**src/rtl/rr_arbiter_4.sv**
```systemverilog
// Four-way arbiter with one-cycle grant latency, ack handshake and grant timeout.
// Define ARB_FIXED_PRIO_EN for fixed priority (req[0] highest) instead of round-robin.
module rr_arbiter_4 #(
  parameter int unsigned TO_CYCLES = 16
) (
  input  logic       clk,
  input  logic       rst,
  input  logic [3:0] req,
  input  logic       ack,
  output logic [3:0] gnt,
  output logic       gnt_valid,
  output logic       to_err
);

  typedef enum logic {IDLE, GRANT} state_t;

  localparam logic [7:0] TO_LAST = 8'(TO_CYCLES - 1);

  state_t     state, state_nxt;
  logic [1:0] ptr, ptr_nxt;
  logic [7:0] cnt, cnt_nxt;
  logic [3:0] gnt_nxt;
  logic       valid_nxt;
  logic       to_err_nxt;
  logic [1:0] cand;
  logic [1:0] sel_idx;
  logic       sel_hit;
  logic [1:0] gnt_idx;

  // Scan from the highest offset down so the lowest offset from ptr wins.
  always_comb begin
    cand    = '0;
    sel_idx = '0;
    sel_hit = 1'b0;
    for (int k = 3; k >= 0; k--) begin
      cand = ptr + 2'(k);
      if (req[cand]) begin
        sel_hit = 1'b1;
        sel_idx = cand;
      end
    end
  end

  always_comb begin
    unique case (gnt)
      4'b0010: gnt_idx = 2'd1;
      4'b0100: gnt_idx = 2'd2;
      4'b1000: gnt_idx = 2'd3;
      default: gnt_idx = 2'd0;
    endcase
  end

  // NOTE: every output of this block gets a default first, so no path can infer a latch.
  always_comb begin
    state_nxt  = state;
    gnt_nxt    = gnt;
    valid_nxt  = gnt_valid;
    ptr_nxt    = ptr;
    cnt_nxt    = cnt;
    to_err_nxt = 1'b0;
    unique case (state)
      IDLE: begin
        if (sel_hit) begin
          gnt_nxt   = 4'b0001 << sel_idx;
          valid_nxt = 1'b1;
          cnt_nxt   = '0;
          state_nxt = GRANT;
        end
      end
      GRANT: begin
        // ack has priority over a coinciding timeout.
        if (ack || cnt == TO_LAST) begin
          gnt_nxt    = '0;
          valid_nxt  = 1'b0;
          ptr_nxt    = gnt_idx + 2'd1;
          to_err_nxt = ~ack;
          state_nxt  = IDLE;
        end else begin
          cnt_nxt = cnt + 8'd1;
        end
      end
      default: state_nxt = IDLE;
    endcase
`ifdef ARB_FIXED_PRIO_EN
    ptr_nxt = '0;
`else
`endif
  end

  // NOTE: sequential state uses non-blocking assignments so all registers update from pre-edge values.
  always_ff @(posedge clk or posedge rst) begin
    if (rst) begin
      state     <= IDLE;
      gnt       <= '0;
      gnt_valid <= 1'b0;
      to_err    <= 1'b0;
      ptr       <= '0;
      cnt       <= '0;
    end else begin
      state     <= state_nxt;
      gnt       <= gnt_nxt;
      gnt_valid <= valid_nxt;
      to_err    <= to_err_nxt;
      ptr       <= ptr_nxt;
      cnt       <= cnt_nxt;
    end
  end

endmodule

```
**config.mk**
```make
export PLATFORM = sky130hd
export DESIGN_NAME = rr_arbiter_4
export DESIGN_NICKNAME = d
export VERILOG_FILES = /design/src/rtl/rr_arbiter_4.sv
export SDC_FILE = /design/constraint.sdc
export NUM_CORES = 1
export LEC_CHECK = 0
export BUFFER_PORTS_ARGS = -buffer_cell sky130_fd_sc_hd__buf_2
export CORE_MARGIN = 3
export CORE_UTILIZATION = 53
export DETAILED_ROUTE_END_ITERATION = 10
export GPL_ROUTABILITY_DRIVEN = 0
export PLACE_DENSITY = 0.82
export REMOVE_ABC_BUFFERS = 1
export SYNTH_ARGS = -nofsm -noshare
export SYNTH_HDL_FRONTEND = slang
export SYNTH_SLANG_ARGS = --single-unit
```
**constraint.sdc**
```tcl
create_clock -name clk -period 2.6 [get_ports clk]
set_input_delay 0.39 -clock clk [delete_from_list [all_inputs] [get_ports clk]]
set_output_delay 0.39 -clock clk [all_outputs]
set_load 0.02 [all_outputs]
```
==> impl_metrics.toml, run 1 <==
[synthesis]
synth_edf_count = 0
syn_area_um2 = 880
ys_seq_elements = 17
dominantRegCellSynth = "dfrtp_1"
async_flop_share_pct = 100
syn_avg_cell_area_um2 = 10.2
ys_warn_count = 0
synth_seq_area_share_pct = 48.4
yosys.cell_types.count = 31
synthCells = 86

[power_and_ir_drop]
peakVddDrop_mv = 0.582
total_power_mw = 0.932
p_leak_nw = 0.427
power_density_nw_per_um2 = 967

[route]
routed_wl_mm = 1.69
ant_nets = 0
drt-vias-per-instance = 6.07
first_iter_violations = 18
firstDrtPassIters = 4
drcViolationCount = 0
wl_per_cell_um = 14.6
num_vias = 704

[timing]
period_needed_ns = 1.55
fin_crit_sh_pct = 59.8
slew_violations = 0
fin_skew_ns = 0.00470
fin_setup_tns_ns = 0
setup_viol = 0
hold_viol = 0
rsz0062_at_grt = "no"
fmax_ghz = 0.644
worst_pin_slew_ns = 0.610
slew_headroom_pct = 59.3
setup_ws_ns = 1.05

[floorplanning]
start_util_pct = 57.1
dieArea_um2 = 2180
die-height_um = 46.7
num_io_pins = 13
std_cell_rows = 14
die_width_um = 46.7
core_um2 = 1540

[cells_and_area]
multi_input_area_um2 = 405
fillers = 140
area_growth_pct = 9.67
final-seq-area_um2 = 425
drive_gt1_share_pct = 21.0
antenna_cells = 0
final_area_um2 = 965
nNetsFinal = 109

[setup_path]
slowest_stage = "dfrtp_1"
crit_chain = "nor4_2 > a22o_2 > mux2_2"
critPathKind = "reg2reg"
path_max_fanout = 7
max_stage_delay_ns = 0.42
crit_family = "flip-flops"
cp-start-kind = "flip-flop"
cp.arrival_ns = 1.74
worstPathRequired_ns = 2.79
end_kind = "flip-flop"
cp.buffers_inverters = 0

[clock_tree]
clk-insertion-delay-late_ns = 0.29
clockBufferDepth = 2
post_cts_buffers = 0
cts_tree = "yes"
cts_resized = 0
clock-sinks = 17
ctsHoldBuffers = 0
cts_made_buffers = 3
h-tree-depth = 1
cts-root-buf = "clkbuf_4"
cts.clk_slew.worst_paths_ns = 0.10

[min_path]
hp-class = "in2async"

[placement]
pre_cts_ws_ns = 1.05
dp_hpwl_mm = 1.26
place_area_um2 = 937
io_buffers = 12

[grt]
grt_pass1_wl_mm = 2.84
grt_antenna_before_repair = 0
grtUsageTotal_pct = 18.6
grt_max_degree = 18
grt.overflow.total = 0
grt_pass1_vias = 626

[outcome]
status = "finished, final reports clean"

[run]
maxCapViolations = 0
Yosys cell counts (2+ instances only):
master,n,area (um^2)
a21oi_1,4,20.0
inv_1,7,26.3
buf_6,2,22.5
nand3_1,4,20.0
a32o_1,2,20.0
o21ai_0,5,25.0
nand2b_1,2,12.5
nor2_1,6,22.5
o31ai_1,4,30.0
nor3_1,4,20.0
o211ai_1,3,22.5
nand2_1,4,15.0
dfrtp_1,17,425
xnor2_1,4,35.0
o32ai_1,2,17.5
worst paths after layout:
path                                            start                    end  slack, ns  depth (start not counted)
worst max register to register     cnt[5]$_DFFE_PP0P_     ptr[1]$_DFFE_PP0P_       1.05                          3
min in group clk                                  ack       to_err$_DFF_PP0_       0.46                          2
worst min register to register  gnt_valid$_DFFE_PP0P_  gnt_valid$_DFFE_PP0P_       0.57                          2
max in group asynchronous                         rst     gnt[2]$_DFFE_PP0P_       2.06                          2
worst min-delay path                              rst     cnt[7]$_DFFE_PP0P_       0.15                          2
worst max-delay path               cnt[5]$_DFFE_PP0P_     ptr[1]$_DFFE_PP0P_       1.05                          3
kinds of logic (layout without fill, tap and decap cells):
family          count (synthesis)  in the layout  share of synthesized area [%]
buf+inv                         9             23                           5.55
simple gates                   28             28                           17.9
compound gates                 25             25                           20.3
xor+xnor                        4              4                           3.98
flops                          17             17                           48.4
mux                             2              2                           2.42
fa+ha+maj                       1              1                           1.42
layer usage:
metal	track usage, %	share of wire (%)	vias to the layer above
met5	0	0	-
met4	8.29	1.7	0
met3	5.36	6.5	5
met2	26.1	43	23
met1	26.7	48	327
li1	-	-	349
sequential cells by signal (all words and copies together) (netlist names):
name / count
state: 1
ptr: 2
gnt: 4
gnt_valid: 1
to_err: 1
cnt: 8
area by class of cell:
class	instances	share of cell area, %
sequential	17	44.1
multi-input combinational	60	42.0
timing repair buffer	12	6.23
inverter	7	2.72
clock buffer	3	2.33
tap	16	2.08
clock inverter	1	0.519
power by group:
part           internal [mW]  switching (mW)
Clock                 0.0573          0.0867
Sequential             0.339          0.0919
Combinational          0.144           0.214
through the flow:
stage | cells | hold WS [ns] | utilization [%]
6_report | 116 | 0.146 | 62.6
5_1_grt | 116 | 0.170 | 62.6
4_1_cts | 116 | 0.175 | 62.6
3_5_place_dp | 112 | 0.495 | 60.8
3_3_place_gp | 112 | 0.495 | 60.8
2_1_floorplan | 84 | 0.316 | -
worst register-to-register path: cells and delay by family (launching register included):
kind               cells  cell delay, ns
DFF                    1            0.42
muxes                  1            0.36
AOI/OAI and AO/OA      1            0.28
and+or+nand+nor        1            0.39
placed cells by master (no fill, tap or decap), drive strengths merged, types with 3 or more instances in the layout:
cell,netlist,final
a21oi,4,4
buf,2,12
clkbuf,0,3
dfrtp,17,17
inv,7,7
nand2,4,4
nand3,4,4
nor2,6,6
nor3,4,4
o211ai,3,3
o21ai,5,5
o31ai,4,4
xnor2,4,4
Power figures use the tool's default switching activity.
==> run 2, diff against run 1 <==
Settings changed: CORE_UTILIZATION 53 to 49, PLACE_DENSITY 0.82 to 0.8.
Clock period 2.6 ns to 1.4 ns, I/O delays scaled along.
==> impl_metrics.toml, run 2 (synthesis gave the netlist of run 1 again) <==
[power_and_ir_drop]
power_switching_share_pct = 39.3
pwr-share-comb_pct = 45.9
clkPwrFrac_pct = 13.0
power_density_nw_per_um2 = 1710
power_frac_seq_pct = 41.1
p_int_mw = 1.16
p_leak_nw = 0.500
power.net_switching_mw = 0.751
peakVddDrop_mv = 1.19

[timing]
hold_viol = 0
period_needed_ns = 1.43
slew_violations = 0
fin_hold_ws_ns = 0.319
fmax_ghz = 0.702
fin_skew_ns = 0.00274
setup_ws_ns = -0.0251
rsz0062_at_grt = "yes"
worst_pin_slew_ns = 0.439
slew_headroom_pct = 70.6
setup_viol = 1
fin_crit_sh_pct = 102

[outcome]
status = "complete, but fails checks"
violations = "setup timing"

[route]
ant_nets = 0
firstDrtPassIters = 4
drcViolationCount = 0
drt-vias-per-instance = 5.56
num_vias = 756
wl_per_cell_um = 14.2
routed_wl_mm = 1.94
first_iter_violations = 5

[grt]
grtUsageTotal_pct = 17.4
grt_max_degree = 18
grt_antenna_before_repair = 0
grt_pass1_wl_mm = 3.26
grt.overflow.total = 0
grt_pass1_vias = 766

[cells_and_area]
final_common_cell = "dfrtp_1"
multi_input_area_um2 = 458
drive_gt1_share_pct = 31.3
regMostFlops = "cnt"
largest_reg_flops = 8
area_growth_pct = 27.2
top_regs = "cnt: 8 flops, gnt: 4 flops, ptr: 2 flops"
antenna_cells = 0
nNetsFinal = 121
fillers = 125
final-seq-area_um2 = 425
final_cell_mix = "17 x dfrtp_1, 12 x buf_2, 11 x buf_4"

[floorplanning]
die_width_um = 48.4
die-height_um = 48.4
std_cell_rows = 14
core_um2 = 1590
num_io_pins = 13
start_util_pct = 55.2
dieArea_um2 = 2340

[clock_tree]
cts_tree = "yes"
clk-insertion-delay-late_ns = 0.27
clock-sinks = 17
cts.clk_slew.worst_paths_ns = 0.09
clockBufferDepth = 2
cts_made_buffers = 3
h-tree-depth = 1
cts-root-buf = "clkbuf_4"

[setup_path]
slowest_stage = "dfrtp_1"
path_max_fanout = 6
worstPathRequired_ns = 1.57
end_kind = "flip-flop"
cp.arrival_ns = 1.59
max_stage_delay_ns = 0.39
crit_family = "flip-flops"
critPathKind = "reg2reg"
cp.buffers_inverters = 0
cp-start-kind = "flip-flop"
crit_chain = "ha_2 > and4_1 > a22o_4 > mux2_4"

[placement]
dp_hpwl_mm = 1.43
io_buffers = 12
pre_cts_ws_ns = -0.0905

[run]
maxCapViolations = 0

[min_path]
hp-class = "in2reg"
-- run 2: area by class of cell --
type,count,share of cell area (%)
Clock buffer,4,2.35
Tap cell,24,2.68
Multi-Input combinational cell,60,40.9
Inverter,7,2.35
Sequential cell,17,38.0
Timing Repair Buffer,24,13.6
-- run 2: path summary, 6_finish.rpt --
path,startpoint,to,slack [ns],depth (start not counted)
setup / recovery,cnt[0]$_DFFE_PP0P_,ptr[1]$_DFFE_PP0P_,-0.03,4
hold / removal,ack,to_err$_DFF_PP0_,0.32,2
setup reg to reg,cnt[0]$_DFFE_PP0P_,ptr[1]$_DFFE_PP0P_,-0.03,4
hold reg to reg,gnt_valid$_DFFE_PP0P_,gnt_valid$_DFFE_PP0P_,0.56,2
max in group asynchronous,rst,cnt[5]$_DFFE_PP0P_,0.74,4
min in group asynchronous,rst,cnt[1]$_DFFE_PP0P_,0.47,4
-- run 2: per-layer routing --
metal  vias up  track usage, %  part of all wire (%)
met5         -               0                     0
met4         0            5.69                  0.46
met3         2            3.07                   2.1
li1        377               -                     -
met1       369            20.2                    44
met2         8            32.1                    53
-- run 2: power groups by stage --
| stage | combinational, mW | sequential (mW) | clock [mW] |
|---|---|---|---|
| floorplan | 0.411 | 0.844 | 0 |
| global placement | 0.758 | 0.780 | 0 |
| detailed placement | 0.779 | 0.785 | 0 |
| CTS | 0.799 | 0.779 | 0.259 |
| global route | 0.961 | 0.815 | 0.286 |
| finish | 0.876 | 0.785 | 0.249 |
-- run 2: stage by stage --
stage / instances / util (%) / TNS [ns] / total power [mW] / cell area (um^2)
5_1_grt: 136 / 70.2 / -0.478 / 2.06 / 1120
6_report: 136 / 70.2 / -0.0251 / 1.91 / 1120
2_1_floorplan: 84 / - / -0.0162 / 1.26 / 857
3_3_place_gp: 129 / 63.7 / -0.0422 / 1.54 / 1010
3_5_place_dp: 129 / 63.7 / -0.210 / 1.56 / 1010
4_1_cts: 135 / 67.3 / -0.0937 / 1.84 / 1070
-- run 2: repair_timing --
action                     in CTS  in global routing
hold buffers                    1                  0
hold endpoints to repair       17                  0
setup endpoints to repair       9                 10
pin swaps                       2                  2
resized for setup               3                  5
setup buffers                   1                  1
==> run 3, diff against run 2 <==
--- a/constraint.sdc
+++ b/constraint.sdc
@@ -3,2 +3,2 @@
 set_output_delay 0.21 -clock clk [all_outputs]
-set_load 0.02 [all_outputs]
+set_load 0.1 [all_outputs]
==> impl_metrics.toml, run 3 (synthesis gave the netlist of run 1 again) <==
[route]
num_vias = 757
firstDrtPassIters = 4
first_iter_violations = 5
routed_wl_mm = 1.94
drcViolationCount = 0
wl_per_cell_um = 14.3
ant_nets = 0
drt-vias-per-instance = 5.57

[outcome]
status = "complete, but fails checks"
violations = "setup timing"

[floorplanning]
std_cell_rows = 14
dieArea_um2 = 2340
num_io_pins = 13
die_width_um = 48.4
die-height_um = 48.4
core_um2 = 1590
start_util_pct = 55.2

[clock_tree]
cts-root-buf = "clkbuf_4"
clock-sinks = 17
cts_tree = "yes"
clockBufferDepth = 2
cts_made_buffers = 3
clk-insertion-delay-late_ns = 0.27
h-tree-depth = 1
cts.clk_slew.worst_paths_ns = 0.09

[placement]
place_inst = 129
place_area_um2 = 1010
io_buffers = 12
dp_hpwl_mm = 1.43

[run]
maxCapViolations = 0

[setup_path]
end_kind = "flip-flop"
r2r_cells = 4
r2r_start = "cnt[0]$_DFFE_PP0P_"
timing.rr.end = "ptr[1]$_DFFE_PP0P_"
crit_chain = "ha_2 > and4_1 > a22o_4 > mux2_4"
path_max_fanout = 6
slowest_stage = "dfrtp_1"
worstPathRequired_ns = 1.57
max_stage_delay_ns = 0.39
crit_family = "flip-flops"
cp.arrival_ns = 1.59
critPathKind = "reg2reg"
r2r_slack_ns = -0.03
cp.buffers_inverters = 0
cp-start-kind = "flip-flop"

[cells_and_area]
multi_input_area_um2 = 458
fillers = 124
area_growth_pct = 28.0
top_regs = "cnt: 8 flops, gnt: 4 flops, ptr: 2 flops"
final_util_pct = 70.6
regMostFlops = "cnt"
final_area_um2 = 1130
largest_reg_flops = 8
final_cell_mix = "17 x dfrtp_1, 11 x buf_4, 9 x buf_2"
final-seq-area_um2 = 425
nNetsFinal = 121
antenna_cells = 0
drive_gt1_share_pct = 31.3
final_common_cell = "dfrtp_1"
final_cells = 136

[timing]
fin_crit_sh_pct = 102
setup_viol = 1
fin_hold_ws_ns = 0.319
fin_setup_tns_ns = -0.0251
fmax_ghz = 0.702
slew_violations = 0
slew_headroom_pct = 67.8
period_needed_ns = 1.43
fin_skew_ns = 0.00277
worst_pin_slew_ns = 0.486
hold_viol = 0
setup_ws_ns = -0.0251
rsz0062_at_grt = "yes"

[power_and_ir_drop]
p_leak_nw = 0.499
power_density_nw_per_um2 = 2040
peakVddDrop_mv = 1.99

[grt]
grt_antenna_before_repair = 0
grt.overflow.total = 0
grt_pass1_vias = 766
grtUsageTotal_pct = 17.4
grt_max_degree = 18
grt_pass1_wl_mm = 3.26

[min_path]
hold_depth = 2
hp-class = "in2reg"
hold_start = "ack"
worstHoldEndpoint = "to_err$_DFF_PP0_"
[run 3: layout make-up]
type | instances | share of cell area, %
Multi-Input combinational cell | 60 | 40.7
Sequential cell | 17 | 37.8
Inverter | 7 | 2.33
Tap cell | 24 | 2.67
Timing Repair Buffer | 24 | 14.2
Clock buffer | 4 | 2.33
[run 3: worst max-delay path by stage]
stage               slack, ns  cells after the start                  to               start
floorplan               -0.21                      3  ptr[1]$_DFFE_PP0P_  gnt[1]$_DFFE_PP0P_
global placement        -0.04                      3  ptr[1]$_DFFE_PP0P_  cnt[6]$_DFFE_PP0P_
detailed placement      -0.09                      3  ptr[1]$_DFFE_PP0P_  cnt[6]$_DFFE_PP0P_
global route            -0.08                      4  ptr[1]$_DFFE_PP0P_  cnt[0]$_DFFE_PP0P_
CTS                     -0.04                      3  ptr[1]$_DFFE_PP0P_  cnt[7]$_DFFE_PP0P_
finish                  -0.03                      4  ptr[1]$_DFFE_PP0P_  cnt[0]$_DFFE_PP0P_
[run 3: repair_timing]
item	4_1_cts	5_1_grt
hold endpoints to repair	17	0
hold buffers	1	0
gates resized for setup	3	8
endpoints found under the setup margin	9	13
buffers inserted	1	1
pin swaps	2	2
[run 3: metrics by stage]
stage | setup slack, ns | total power [mW]
finish | -0.0251 | 2.30
global route | -0.0798 | 2.45
CTS | -0.0371 | 2.21
detailed placement | -0.0905 | 1.94
global placement | -0.0422 | 1.91
floorplan | -0.212 | 1.62
[run 3: metal layers]
layer	routed length [um]	part of all wire (%)	track usage [%]
met1	851	44	20.2
met2	1030	53	32.1
met3	44	2.3	3.07
met4	9	0.46	5.69
met5	0	0	0
[run 3: worst reg2reg max path: stages, from the launching register on]
cell	delay, ns
dfrtp_1	0.39
ha_2	0.22
and4_1	0.16
a22o_4	0.25
mux2_4	0.30
[run 3: report_power, final]
part           internal (mW)  switching, mW
Sequential             0.629          0.157
Combinational          0.436          0.830
Clock                  0.110          0.138
